<file path="config.mk">
export PLATFORM = sky130hd
export DESIGN_NAME = serial_tx
export DESIGN_NICKNAME = d
export VERILOG_FILES = /design/src/rtl/serial_tx.sv
export SDC_FILE = /design/constraint.sdc
export NUM_CORES = 1
export LEC_CHECK = 0
export ABC_CLOCK_PERIOD_IN_PS = 1800
export BUFFER_PORTS_ARGS = -buffer_cell sky130_fd_sc_hd__buf_2
export CAP_MARGIN = 20
export CORE_MARGIN = 5
export CORE_UTILIZATION = 50
export DETAILED_ROUTE_END_ITERATION = 10
export GPL_TIMING_DRIVEN = 0
export PLACE_DENSITY = 0.76
export SLEW_MARGIN = 20
export SYNTH_ARGS = -nofsm -noshare
export SYNTH_HDL_FRONTEND = slang
export SYNTH_SLANG_ARGS = --single-unit
</file>
<file path="constraint.sdc">
create_clock -name clock -period 1.8 [get_ports clock]
set_input_delay 0.45 -clock clock [delete_from_list [all_inputs] [get_ports clock]]
set_output_delay 0.45 -clock clock [all_outputs]
set_load 0.02 [all_outputs]
</file>
<file path="src/rtl/serial_tx.sv">
// Parallel-to-serial transmitter: one-cycle start marker, then `size` data bits,
// then GAP_CYCLES idle cycles. All outputs are registered from next-state values.
module serial_tx #(
  parameter int unsigned size       = 8,
  parameter int unsigned GAP_CYCLES = 1,
  parameter int unsigned MSB_FIRST  = 0
) (
  input  logic            clock,
  input  logic            reset,
  input  logic            load,
  input  logic [size-1:0] TxData_in,
  output logic            ready,
  output logic            valid,
  output logic            Data_out,
  output logic            tx_done
);

  localparam int unsigned CW = $clog2(size);
  localparam int unsigned GW = $clog2(GAP_CYCLES + 2);
  localparam logic [CW-1:0] LAST_BIT = CW'(size - 1);
  localparam logic [GW-1:0] LAST_GAP = GW'((GAP_CYCLES > 0) ? GAP_CYCLES - 1 : 0);

  typedef enum logic [1:0] {IDLE, START, SHIFT, GAP} state_t;

  state_t          state_q, state_d;
  logic [CW-1:0]   cnt_q, cnt_d;
  logic [GW-1:0]   gap_q, gap_d;
  logic [size-1:0] sh_q, sh_d;
  logic            ready_d, valid_d, dout_d, done_d;
  logic            head;
  logic [size-1:0] shifted;

  // Head of the shift register is the next bit on the wire.
  assign head    = (MSB_FIRST != 0) ? sh_q[size-1] : sh_q[0];
  assign shifted = (MSB_FIRST != 0) ? {sh_q[size-2:0], 1'b0} : {1'b0, sh_q[size-1:1]};

  always_comb begin
    state_d = state_q;
    cnt_d   = cnt_q;
    gap_d   = gap_q;
    sh_d    = sh_q;
    dout_d  = 1'b0;
    unique case (state_q)
      IDLE: begin
        if (load) begin
          sh_d    = TxData_in;
          state_d = START;
          dout_d  = 1'b1;
        end
      end
      START: begin
        state_d = SHIFT;
        cnt_d   = '0;
        dout_d  = head;
        sh_d    = shifted;
      end
      SHIFT: begin
        if (cnt_q == LAST_BIT) begin
          cnt_d = '0;
          gap_d = '0;
          state_d = (GAP_CYCLES > 0) ? GAP : IDLE;
        end else begin
          cnt_d  = cnt_q + CW'(1);
          dout_d = head;
          sh_d   = shifted;
        end
      end
      GAP: begin
        if (gap_q == LAST_GAP) state_d = IDLE;
        else                   gap_d = gap_q + GW'(1);
      end
      default: state_d = IDLE;
    endcase
    // Registered outputs decode the state being entered, so they line up with it.
    ready_d = (state_d == IDLE);
    valid_d = (state_d == START);
    done_d  = (state_d == SHIFT) && (cnt_d == LAST_BIT);
  end

  always_ff @(posedge clock) begin
    if (reset) begin
      state_q  <= IDLE;
      cnt_q    <= '0;
      gap_q    <= '0;
      sh_q     <= '0;
      ready    <= 1'b1;
      valid    <= 1'b0;
      Data_out <= 1'b0;
      tx_done  <= 1'b0;
    end else begin
      state_q  <= state_d;
      cnt_q    <= cnt_d;
      gap_q    <= gap_d;
      sh_q     <= sh_d;
      ready    <= ready_d;
      valid    <= valid_d;
      Data_out <= dout_d;
      tx_done  <= done_d;
    end
  end

endmodule

</file>
======== Yosys cells after proc, flatten, opt, wreduce, memory -nomap -nowiden ========
Index checks and enable logic that the tools add are counted.
word-level totals
  ROM bits ................................ 0
  output and inout bits ................... 4
  bits in writable memories ............... 0
  register bits ........................... 19
  bits of input ports ..................... 11
  word-level logic and storage cells ...... 44
  latch bits .............................. 0
  memories ................................ 0
cells by class
  multipliers ............................. 0
  reduce and logical (&&, ||, !) cells .... 8
  shifts and indexed selects .............. 0
  order comparisons ....................... 0
  mux-type cells .......................... 15
  div/mod/pow operators ................... 0
  $add $sub $neg .......................... 2
  bitwise operators ....................... 0
  equality and inequality tests ........... 11
operators by type and width
  cell                 number
  $pmux 8 s3           1
  $mux 8               2
  $mux 2               5
  $ne 2x2->1 const B   4
  $pmux 2 s4           1
  $eq 2x2->1 const B   3
  $eq 3x3->1 const B   2
  $logic_not 2->1      3
  $pmux 3 s2           1
  $reduce_and 3->1     2
  $eq 2x1->1 const B   2
  $pmux 2 s2           1
  $add 3x1->3 const B  1
  $mux 3               1
  $pmux 1 s3           1
  $reduce_bool 3->1    1
  $add 2x1->2 const B  1
  $mux 1               2
  $reduce_bool 2->1    1
  $logic_and 1x1->1    1

======== Depth between registers and ports, before layout ========
  word-level depth ........................ 5
  mapped depth ............................ 6
  mapped depth without buffers ............ 6

======== Worst setup path before layout ========
Ideal clock, no wire load.
  kind .................................... register to register
  from .................................... register state_q[0]
  to ...................................... register sh_q[1]
  data arrival time ....................... 1545 ps
  data required time ...................... 1721 ps
  setup time .............................. 79 ps
  path buffers ............................ 1
  period minus slack after synthesis ...... 1624 ps
  cell stages (with the launch flop) ...... 7
  slack ................................... 176 ps
  cells stage by stage .................... dfxtp_1 -> inv_1 -> ha_1 -> a221oi_4 -> buf_6 -> nor2_1 -> a211oi_2
on the way
  word-level cells in the longest chain between the ends .. 3
  elaborated cells on any way between the ends .. 8
  classes of those cells .................. eq/ne (4); mux (1); reduce/logical (3)
RTL lines
  what                                                              RTL line  text
  start: declaration                                                25        state_t state_q, state_d;
  start signal: assignment                                          91        state_q <= state_d;
  $eq 2x2->1, or another cell as far along                          43        unique case (state_q)
  $ne 2x2->1 (no source line) or $reduce_bool 3->1 (tied branches)  -
  $reduce_and 3->1 (no source line)                                 -
  end signal: assignment                                            85        sh_q <= '0;
  end signal: assignment                                            94        sh_q <= sh_d;
  end: declaration                                                  28        logic [size-1:0] sh_q, sh_d;
Parallel ways exist; a longest one is shown, timed or not.
A chain may end at the register's enable or synchronous reset.

======== Worst setup path in the final report ========
  from .................................... register state_q[1]
  to ...................................... register sh_q[6]
The elaborated chain is that of the path after synthesis.

==> results.json <==
{
  "min_path_type": "in2reg",
  "synth-seq-cells": 19,
  "synth_warnings": 0,
  "clock_path_buffers": 2,
  "syn-cell-area_sq_um": 1000,
  "netlist_instances": 104,
  "gp_congestion": 0.695,
  "route.detailed.drc": 0,
  "max_slew_margin": 0.675,
  "dp_cells": 145,
  "slew_violations": 0,
  "crit_chain": "inv_1 -> ha_1 -> a221oi_4 -> buf_4 -> nor2_1 -> a211oi_1",
  "wire_per_inst_microns": 12.5,
  "antenna_found_initial": 0,
  "postLayoutCellArea_sq_um": 1150,
  "ant_nets": 0,
  "core_sq_um": 1940,
  "hold_viol": 0,
  "root_buffer": "clkbuf_4",
  "dieArea_sq_um": 3000,
  "crit_fanout": 6,
  "worstHoldPathCells": 2,
  "yosys.area.top_type": "dfxtp_1",
  "netlist_top_cells_count": "19 x dfxtp_1, 13 x nor2_1, 10 x ha_1, 7 x mux2i_1",
  "die_height_microns": 54.8,
  "synth.most_common_cell": "dfxtp_1",
  "wl_met1_microns": 832,
  "timing.max_cap.violations": 0,
  "arrival_ns": 1.90,
  "grt_pass1_wl_microns": 3080,
  "setup_violations": 0,
  "clk_pin_slew_ns": 0.10,
  "portBuffers": 14,
  "end_kind": "register",
  "cts_sinks": 19,
  "grt.overflow.total": 0,
  "worst_setup_path_start_kind": "register",
  "row_count": 16,
  "crit_slowest_cell": "dfxtp_1",
  "drt_iter0_drc": 8,
  "ys_top_cells_by_area": "dfxtp_1 38%, ha_1 12%, mux2i_1 7.0%",
  "synth_seq_area_share": 0.380,
  "worst-path-buf-inv": 2,
  "period_share": 0.933,
  "synth_top_flop_cell": "dfxtp_1",
  "crit_cells": 6,
  "insertion_delay_ns": 0.30,
  "fp.dieW_microns": 54.8,
  "diodes": 0,
  "top_layer_used": "met4",
  "grt_max_degree": 11,
  "fin_skew_ns": 0.00140,
  "grt_pass1_vias": 722,
  "h-tree-depth": 1,
  "async_reset_ff_frac": 0,
  "io_pins": 15,
  "critical_path_class": "reg2reg",
  "p_leak_nw": 0.482,
  "synth-edff-count": 0,
  "cts-buffers-inserted": 3,
  "synth_nets": 125,
  "post_synth_num_cell_types": 31,
  "power_density_nw_per_um2": 771,
  "wl_met2_microns": 931,
  "track_usage": 0.151,
  "critPathRequiredTime_ns": 2.02,
  "wl_met3_microns": 84,
  "vias": 802,
  "rr_worst_depth": 6,
  "fmaxAchievable_mhz": 595,
  "finish.net_count": 146,
  "place_area_sq_um": 1110,
  "layoutNonFillerInstCount": 151,
  "ir_worst_vdd_uv": 651,
  "synth_top_area_frac": 0.380,
  "status": "finished clean",
  "area_growth_pct": 15.1,
  "critPathMaxStageDelay_ns": 0.45,
  "holdBufCountCts": 0,
  "start_util": 0.516,
  "cts_tree": "built",
  "layout-drive-gt1-share": 0.234,
  "fin_crit_ns": 1.68,
  "syn_avg_cell_area_sq_um": 9.64,
  "cpLargestDelayFamily": "compound AO/OA/AOI/OAI gates",
  "vias_per_cell": 5.31,
  "drt_wl_total_microns": 1890,
  "hpwl_microns": 1470,
  "worst_pin_slew_ns": 0.488,
  "dr.pass1.iters": 4
}
==> cells by family after synthesis <==
logic type,after synthesis,share of synthesized area
simple gates,34,0.185
compound gates,24,0.187
flops,19,0.380
fa+ha+maj,10,0.125
buf+inv,9,0.0424
mux,8,0.0812
==> per-layer routing <==
| metal | vias up | track usage |
|---|---|---|
| li1 | 409 | - |
| met2 | 16 | 0.244 |
| met4 | 0 | 0.0871 |
| met3 | 5 | 0.0572 |
| met1 | 372 | 0.168 |
| met5 | - | 0 |
==> worst paths after layout <==
check                           startpoint         end  slack [ns]
worst max-delay path            state_q[1]     sh_q[6]        0.12
worst min-delay path                 reset  state_q[0]        0.39
worst max register to register  state_q[1]     sh_q[6]        0.12
worst min register to register     sh_q[7]     sh_q[7]        0.49
==> cells in the final DEF (no fill, tap or decap), types with 2 or more instances in the layout <==
cell type	n
dfxtp_1	18
buf_2	14
nor2_1	13
ha_1	9
mux2i_1	7
inv_1	6
nor2b_1	6
a211oi_1	6
clkbuf_4	4
o21ai_1	4
nand2_1	4
a21oi_1	4
nand2b_1	3
clkbuf_1	2
a211oi_2	2
nand3b_1	2
buf_4	2
==> layout make-up <==
class | count | area [sq um]
fillers | 177 | 788
multi-input cells | 76 | 582
flip-flops and latches | 19 | 382
repair buffers | 16 | 85.1
well taps | 27 | 33.8
clock buffers | 4 | 26.3
plain buffers | 3 | 22.5
inverters | 6 | 22.5
==> power breakdown <==
part           switching (mW)  leakage (nW)  internal, mW  total, mW
logic                   0.106         0.311        0.0926      0.198
clock network           0.131        0.0150        0.0866      0.218
registers              0.0190         0.156         0.455      0.474
total                   0.256         0.482         0.634      0.890
==> state kept, by name, summed over array words and instances (netlist names) <==
name and flops:
Data_out 1, cnt_q 3, gap_q 2, ready 1, sh_q 8, state_q 2, tx_done 1, valid 1
==> per-stage QoR <==
stage               total power, mW   TNS, ns  hold slack, ns  worst slack (ns)  utilization
floorplan                     0.624         0           0.446             0.176            -
global placement              0.666         0           0.457           0.00652        0.570
detailed placement            0.674   -0.0967           0.481           -0.0383        0.570
CTS                           0.894         0           0.387           0.00979        0.587
global route                  0.944  -0.00138           0.386         -0.000725        0.594
finish                        0.890         0           0.394             0.120        0.594
==> timing repair <==
item / in CTS / in global routing
gates resized for setup: 0 / 3
pin swaps: 1 / 1
buffers inserted: 1 / 1
gates cloned: 0 / 0
endpoints found under the setup margin: 3 / 9
No activity file was read; power rests on OpenSTA's default activity.
